--- src/rtl/dma_slave_axi_if.sv ---
// AXI4 slave front end for the DMA configuration register file.
// Independent write (AW/W/B) and read (AR/R) FSMs drive the register file's write and read ports.
module dma_slave_axi_if #(
  parameter int ID_W    = 8,
  parameter int ADDR_W  = 32,
  parameter int DATA_W  = 32,
  parameter int IDX_W   = 3,
  parameter int REG_LEN = 8
) (
  input  logic              ACLK,
  input  logic              ARESET,
  input  logic [ID_W-1:0]   AWID,
  input  logic [ADDR_W-1:0] AWADDR,
  input  logic [7:0]        AWLEN,
  input  logic [1:0]        AWBURST,
  input  logic              AWVALID,
  output logic              AWREADY,
  input  logic [DATA_W-1:0] WDATA,
  input  logic [DATA_W/8-1:0] WSTRB,
  input  logic              WLAST,
  input  logic              WVALID,
  output logic              WREADY,
  output logic [ID_W-1:0]   BID,
  output logic [1:0]        BRESP,
  output logic              BVALID,
  input  logic              BREADY,
  input  logic [ID_W-1:0]   ARID,
  input  logic [ADDR_W-1:0] ARADDR,
  input  logic [7:0]        ARLEN,
  input  logic [1:0]        ARBURST,
  input  logic              ARVALID,
  output logic              ARREADY,
  output logic [ID_W-1:0]   RID,
  output logic [DATA_W-1:0] RDATA,
  output logic [1:0]        RRESP,
  output logic              RLAST,
  output logic              RVALID,
  input  logic              RREADY,
  output logic              reg_web,
  output logic [IDX_W-1:0]  reg_w_index,
  output logic [DATA_W-1:0] reg_w_data,
  output logic [IDX_W-1:0]  reg_r_index,
  input  logic [DATA_W-1:0] reg_r_data
);

  // state   | meaning
  // W_IDLE  | waiting for AW
  // W_DATA  | accepting W beats
  // W_RESP  | presenting B response
  // R_IDLE  | waiting for AR
  // R_DATA  | presenting R beats

  localparam logic [1:0] RESP_OKAY   = 2'b00;
  localparam logic [1:0] RESP_SLVERR = 2'b10;
  localparam logic [1:0] BURST_FIXED = 2'b00;

  typedef enum logic [1:0] {W_IDLE, W_DATA, W_RESP} w_state_t;
  typedef enum logic {R_IDLE, R_DATA} r_state_t;

  function automatic logic in_range(input logic [IDX_W-1:0] idx);
    return (32'(idx) < REG_LEN);
  endfunction

  w_state_t          w_state, w_state_nxt;
  logic [ID_W-1:0]   w_id;
  logic [IDX_W-1:0]  w_idx;
  logic [7:0]        w_len, w_cnt;
  logic              w_err, w_fixed;
  logic              aw_hs, w_hs, w_last_beat, w_beat_ok;

  r_state_t          r_state, r_state_nxt;
  logic [ID_W-1:0]   r_id;
  logic [IDX_W-1:0]  r_idx, r_idx_nxt;
  logic [7:0]        r_len, r_cnt;
  logic              r_fixed;
  logic [DATA_W-1:0] rdata_q;
  logic [1:0]        rresp_q;
  logic              rlast_q;
  logic              ar_hs, r_hs, r_load;

  // Address bits outside the register window are ignored.
  logic unused_addr_bits;
  assign unused_addr_bits = ^{AWADDR[ADDR_W-1:IDX_W+2], AWADDR[1:0],
                              ARADDR[ADDR_W-1:IDX_W+2], ARADDR[1:0]};

  // ---------------- write path ----------------
  always_ff @(posedge ACLK or posedge ARESET) begin
    if (ARESET) w_state <= W_IDLE;
    else        w_state <= w_state_nxt;
  end

  always_comb begin
    w_state_nxt = w_state;
    AWREADY     = 1'b0;
    WREADY      = 1'b0;
    BVALID      = 1'b0;
    case (w_state)
      W_IDLE: begin
        AWREADY = 1'b1;
        if (AWVALID) w_state_nxt = W_DATA;
      end
      W_DATA: begin
        WREADY = 1'b1;
        if (WVALID && w_last_beat) w_state_nxt = W_RESP;
      end
      W_RESP: begin
        BVALID = 1'b1;
        if (BREADY) w_state_nxt = W_IDLE;
      end
      default: w_state_nxt = W_IDLE;
    endcase
  end

  assign aw_hs       = AWVALID & AWREADY;
  assign w_hs        = WVALID & WREADY;
  assign w_last_beat = (w_cnt == w_len);
  assign w_beat_ok   = in_range(w_idx) & (&WSTRB);

  assign reg_web     = w_hs & w_beat_ok;
  assign reg_w_index = w_idx;
  assign reg_w_data  = WDATA;

  always_ff @(posedge ACLK or posedge ARESET) begin
    if (ARESET) begin
      w_id    <= '0;
      w_idx   <= '0;
      w_len   <= '0;
      w_cnt   <= '0;
      w_err   <= 1'b0;
      w_fixed <= 1'b0;
    end else if (aw_hs) begin
      w_id    <= AWID;
      w_idx   <= AWADDR[IDX_W+1:2];
      w_len   <= AWLEN;
      w_cnt   <= '0;
      w_err   <= 1'b0;
      w_fixed <= (AWBURST == BURST_FIXED);
    end else if (w_hs) begin
      // Illegal beats are dropped but still consume a slot in the burst.
      w_err <= w_err | ~w_beat_ok | (WLAST != w_last_beat);
      w_cnt <= w_cnt + 8'd1;
      if (!w_fixed) w_idx <= w_idx + 1'b1;
    end
  end

  assign BID   = w_id;
  assign BRESP = w_err ? RESP_SLVERR : RESP_OKAY;

  // ---------------- read path ----------------
  always_ff @(posedge ACLK or posedge ARESET) begin
    if (ARESET) r_state <= R_IDLE;
    else        r_state <= r_state_nxt;
  end

  always_comb begin
    r_state_nxt = r_state;
    ARREADY     = 1'b0;
    RVALID      = 1'b0;
    case (r_state)
      R_IDLE: begin
        ARREADY = 1'b1;
        if (ARVALID) r_state_nxt = R_DATA;
      end
      R_DATA: begin
        RVALID = 1'b1;
        if (RREADY && rlast_q) r_state_nxt = R_IDLE;
      end
      default: r_state_nxt = R_IDLE;
    endcase
  end

  assign ar_hs       = ARVALID & ARREADY;
  assign r_hs        = RVALID & RREADY;
  assign r_load      = ar_hs | (r_hs & ~rlast_q);
  assign r_idx_nxt   = r_fixed ? r_idx : r_idx + 1'b1;
  // Look-ahead index so the next beat is ready the cycle the current one is taken.
  assign reg_r_index = (r_state == R_IDLE) ? ARADDR[IDX_W+1:2] : r_idx_nxt;

  always_ff @(posedge ACLK or posedge ARESET) begin
    if (ARESET) begin
      r_id    <= '0;
      r_idx   <= '0;
      r_len   <= '0;
      r_cnt   <= '0;
      r_fixed <= 1'b0;
      rdata_q <= '0;
      rresp_q <= RESP_OKAY;
      rlast_q <= 1'b0;
    end else begin
      if (ar_hs) begin
        r_id    <= ARID;
        r_idx   <= ARADDR[IDX_W+1:2];
        r_len   <= ARLEN;
        r_cnt   <= '0;
        r_fixed <= (ARBURST == BURST_FIXED);
        rlast_q <= (ARLEN == 8'd0);
      end else if (r_hs && !rlast_q) begin
        r_idx   <= r_idx_nxt;
        r_cnt   <= r_cnt + 8'd1;
        rlast_q <= ((r_cnt + 8'd1) == r_len);
      end
      if (r_load) begin
        rdata_q <= in_range(reg_r_index) ? reg_r_data : '0;
        rresp_q <= in_range(reg_r_index) ? RESP_OKAY : RESP_SLVERR;
      end
    end
  end

  assign RID   = r_id;
  assign RDATA = rdata_q;
  assign RRESP = rresp_q;
  assign RLAST = rlast_q;

endmodule

--- config.mk ---
export PLATFORM = sky130hd
export DESIGN_NAME = dma_slave_axi_if
export DESIGN_NICKNAME = d
export VERILOG_FILES = /design/src/rtl/dma_slave_axi_if.sv
export SDC_FILE = /design/constraint.sdc
export NUM_CORES = 1
export LEC_CHECK = 0
export CORE_MARGIN = 2
export CORE_UTILIZATION = 39
export CTS_BUF_LIST = sky130_fd_sc_hd__clkbuf_2
export CTS_CLUSTER_SIZE = 10
export DETAILED_ROUTE_END_ITERATION = 8
export HOLD_SLACK_MARGIN = 0.15
export PLACE_DENSITY = 0.83
export SLEW_MARGIN = 10
export SYNTH_ARGS = -nofsm -noshare
export SYNTH_HDL_FRONTEND = slang
export SYNTH_SLANG_ARGS = --single-unit
--- constraint.sdc ---
create_clock -name ACLK -period 3.3 [get_ports ACLK]
set_input_delay 0.66 -clock ACLK [delete_from_list [all_inputs] [get_ports ACLK]]
set_output_delay 0.66 -clock ACLK [all_outputs]
set_load 0.1 [all_outputs]
# --- Yosys cells after proc, flatten, opt, wreduce, memory -nomap -nowiden ---
# Index checks and enable logic that the tools add are counted.
op_classes:
  n_addsub: 4
  n_eq_ne: 9
  muxes: 28
  bitwise_logic: 12
  n_reduce_logical: 13
op_table:
  columns: ["op", "count"]
  rows:
  - ["$mux W8", 4]
  - ["$mux W3", 7]
  - ["$add A8 B1 Y8 const B", 2]
  - ["$eq A8 B8 Y1", 2]
  - ["$mux W1", 11]
  - ["$logic_not A8 Y1", 1]
  - ["$mux W2", 4]
  - ["$add A3 B1 Y3 const B", 2]
  - ["$and A1 B1 Y1", 6]
  - ["$logic_not A2 Y1", 3]
  - ["$ne A2 B2 Y1 const B", 3]
  - ["$pmux W2 S3", 1]
  - ["$reduce_and A4 Y1", 1]
  - ["$reduce_bool A2 Y1", 2]
  - ["$logic_and A1 B1 Y1", 3]
  - ["$not A1 Y1", 3]
  - ["$or A1 B1 Y1", 3]
  - ["$reduce_and A3 Y1", 1]
  - ["$eq A2 B1 Y1 const B", 1]
  - ["$eq A2 B2 Y1 const B", 1]
  - ["$ne A2 B1 Y1 const B", 1]
  - ["$pmux W1 S2", 1]
  - ["$reduce_and A2 Y1", 1]
  - ["$logic_not A1 Y1", 1]
  - ["$ne A1 B1 Y1", 1]
word_totals:
  register_bits: 93
  inputBits: 176
  out_inout_bits: 97

# --- Longest topological paths before layout ---
logic_depth:
  depth_word: 6
  mapped_depth: 7
  ltp_nobuf: 6

# --- Least setup slack after synthesis ---
# No wires, ideal clock.
synth_path:
  path_type: "reg-to-output"
  start: "register r_state"
  end: "output port reg_r_index[1]"
  arrival_time_ns: 2.776
  t_required_ns: 2.640
  setup_slack_ns: -0.136
  stages_incl_launch_ff: 4
  n_path_buf: 1
  path_cell_list: "dfrtp_1 > buf_4 > nor2_1 > a21oi_1"
synth_via:
  elab_chain_cells: 1
synth_lines:
  columns: ["element", "line_no", "source"]
  rows:
  - ["start: declaration", "71", "r_state_t r_state, r_state_nxt;"]
  - ["start signal: assignment", "152", "else r_state <= r_state_nxt;"]
  - ["$mux W3", "177", "assign reg_r_index = (r_state == R_IDLE) ? ARADDR[IDX_W+1:2] : r_idx_nxt;"]
  - ["end: declaration", "42", "output logic [IDX_W-1:0] reg_r_index,"]
# Every way passes these cells.

# --- Final worst setup path ---
layout_path:
  start: "register r_idx[0]"
  end: "output port reg_r_index[2]"
layout_via:
  elab_chain_cells: 3
layout_lines:
  columns: ["element", "line_no", "source"]
  rows:
  - ["start: declaration", "73", "logic [IDX_W-1:0] r_idx, r_idx_nxt;"]
  - ["start signal: assignment", "192", "r_idx <= ARADDR[IDX_W+1:2];"]
  - ["start signal: assignment", "198", "r_idx <= r_idx_nxt;"]
  - ["$add A3 B1 Y3", "175", "assign r_idx_nxt = r_fixed ? r_idx : r_idx + 1'b1;"]
  - ["$mux W3", "175", null]
  - ["$mux W3", "177", null]
# Every way passes these cells.

==> results.yml <==
outcome:
  status: "finished, final reports clean"
sta:
  tightest_slew_ps: 723.1
  max_freq_mhz: 383.0
  tns_ps: 0
  slew_headroom_pct: 51.79
  min_period_over_period_pct: 79.12
  finalMaxSlewViolations: 0
  setup_viol_count_final: 0
  period_needed_ps: 2611
  hold_viol: 0
  rsz0062_at_grt: "false"
  fin_skew_ps: 23.48
synthesis:
  syn_area_per_cell_um2: 10.25
  syn-cell-area_mm2: 0.004571
  synthCells: 446
  ys_seq_area_share_pct: 50.92
  synth_edf_count: 0
  yosys.area.top_type_share_pct: 50.92
  synth_seq_cells: 93
  synth-warning-count: 0
  yosys.cell_types.count: 47
  synth_commonest_cells: "nand2_1 (123), dfrtp_1 (93), buf_4 (38)"
  synth_ff_type: "dfrtp_1"
  synth.most_common_cell: "nand2_1"
  synth-async-reset-ratio_pct: 100.0
  synth_area_leaders: "dfrtp_1 (51%), nand2_1 (10%), buf_4 (6.2%)"
  yosysTopAreaCell: "dfrtp_1"
setup_path:
  start_kind: "flip-flop"
  cp-startpoint: "r_idx[0]$_DFFE_PP0P_"
  crit_fanout: 3
  r2r-end: "r_idx[1]$_DFFE_PP0P_"
  end_kind: "primary output"
  crit_path_end: "reg_r_index[2]"
  r2r_cells: 6
  critPathArrivalTime_ps: 1950
  reg2reg_slack_ps: 1260
  cp.required_ps: 2640
  r2r_start: "r_state$_DFF_PP0_"
  path_class: "flip-flop to primary output"
run:
  cap_viol_max_count: 0
cells_and_area:
  fin_cells: 706
  nets: 738
  design_area_mm2: 0.005803
  antennaDiodeCount: 0
  drive_above_1_share_pct: 21.31
  syn2layout_area_growth_pct: 26.96
  fin_util_pct: 50.82
routing:
  routed-via-count: 3377
  drt-initial-drc-count: 202
  antenna_left: 0
  vias_per_cell: 4.783
  routedWlPerCell_um: 14.29
  drc: 0
  first_pass_iters: 4
  totalWireLength_um: 10090
hold_path:
  hold_path_class: "input pin to asynchronous set/reset pin"
clock_network:
  root_buffer: "clkbuf_2"
  cts_hold_buf: 0
  clk_latency_ps: 570
  cts_tree: "done"
  cts_resized: 0
  cts_sinks: 93
  post_cts_buffers: 0
  cts_made_buffers: 9
  ctsLongestPathBuffers: 2
  h-tree-depth: 3
  clkSlewWorstSetupHoldPaths_ps: 240
grt:
  grt-ovfl-total: 0
  grt_max_degree: 58
  antenna_found_initial: 0
  grt_pass1_vias: 3538
  track_usage_pct: 16.53
  grt_first_pass_wirelength_um: 16920
placed_design:
  gp_congestion: 0.7788
  hpwlAfterDp_um: 7526
  dp.cells: 690
  io_buffers: 147
  place_area_mm2: 0.005723
floorplan:
  top_level_ports: 273
  floorplan.initialDensity_pct: 40.03
  die_area_mm2: 0.01260
  coreArea_mm2: 0.01142
  chipHeight_um: 112.3
  rows: 39
  die_w_um: 112.3
## layout by cell type (no fill, tap or decap), drive strengths merged
| cell type | n |
|---|---|
| a21o | 1 |
| o31ai | 4 |
| clkinvlp | 1 |
| clkinv | 6 |
| nor2b | 4 |
| o22ai | 1 |
| nor4 | 2 |
| a22o | 1 |
| nand3b | 2 |
| a21oi | 7 |
| and3b | 1 |
| clkdlybuf4s50 | 85 |
| and3 | 6 |
| nor3 | 3 |
| nand3 | 8 |
| xor2 | 8 |
| ha | 4 |
| mux2 | 33 |
| nand4b | 1 |
| and2b | 1 |
| buf | 68 |
| clkbuf | 10 |
| mux2i | 3 |
| a311oi | 1 |
| nand4 | 6 |
| xnor2 | 25 |
| or3 | 1 |
| o21ai | 16 |
| a31oi | 3 |
| a211oi | 1 |
| nor2 | 21 |
| a222oi | 1 |
| nand2 | 123 |
| nand2b | 2 |
| dfrtp | 93 |
| inv | 5 |
| and2 | 1 |
| a21boi | 1 |
| conb | 3 |
## cell families (layout without fill, tap and decap cells)
family,count (synthesis),after routing,share of synthesized area [%]
flip-flops,93,93,50.92
AO/OA/AOI/OAI,37,37,4.928
AND/OR/NAND/NOR,182,182,17.88
other,1,3,0.08205
adder cells (fa/ha/maj),4,4,1.095
multiplexers,36,36,9.609
buffers and inverters,60,175,9.170
XOR/XNOR,33,33,6.324
## worst min-delay path by stage
stage	depth (start not counted)	slack [ps]	startpoint	to
global route	3	470	ARESET	RDATA[9]$_DFFE_PP0P_
floorplan	2	450	w_fixed$_DFFE_PP0P_	w_fixed$_DFFE_PP0P_
CTS	3	410	ARESET	RDATA[9]$_DFFE_PP0P_
global placement	2	460	BID[4]$_DFFE_PP0P_	BID[4]$_DFFE_PP0P_
detailed placement	2	470	BID[1]$_DFFE_PP0P_	BID[1]$_DFFE_PP0P_
finish	3	480	ARESET	RDATA[9]$_DFFE_PP0P_
## cell type report
class | instances | area (µm²)
inverter | 6 | 23.77
sequential | 93 | 2327
timing repair buffer | 153 | 1361
clock buffer | 10 | 50.05
multi-input combinational | 295 | 1832
fill | 1055 | 5615
tap | 143 | 178.9
clock inverter | 6 | 30.03
## registers in the layout, summed over array words and instances, names as in the netlist, 2 cells and up
signal       flops
r_len            8
w_state          2
RID              8
w_len            8
r_idx            3
reg_w_index      3
r_cnt            8
w_cnt            8
RDATA           32
BID              8
## critical path: stages, from the launching register on
cell,delay [ps]
dfrtp_1,470
ha_1,200
nor2b_1,140
xnor2_1,130
a21oi_1,150
buf_4,310
## layer usage
layer	global-route usage, %	routed length (µm)	up-vias
met5	0	0	-
met4	7.886	224	0
met3	3.834	617	22
met2	28.19	5118	103
met1	19.79	4126	1609
li1	-	-	1643
## stage by stage
stage	worst slack (ps)	hold WS (ps)
floorplan	-136.4	449.2
global placement	766.2	458.8
detailed placement	691.9	466.8
CTS	592.4	412.2
global route	553.1	468.9
finish	689.1	476.7
Power is not shown: default switching activity piles up to over one toggle a cycle in this logic, so the estimate is an artifact.
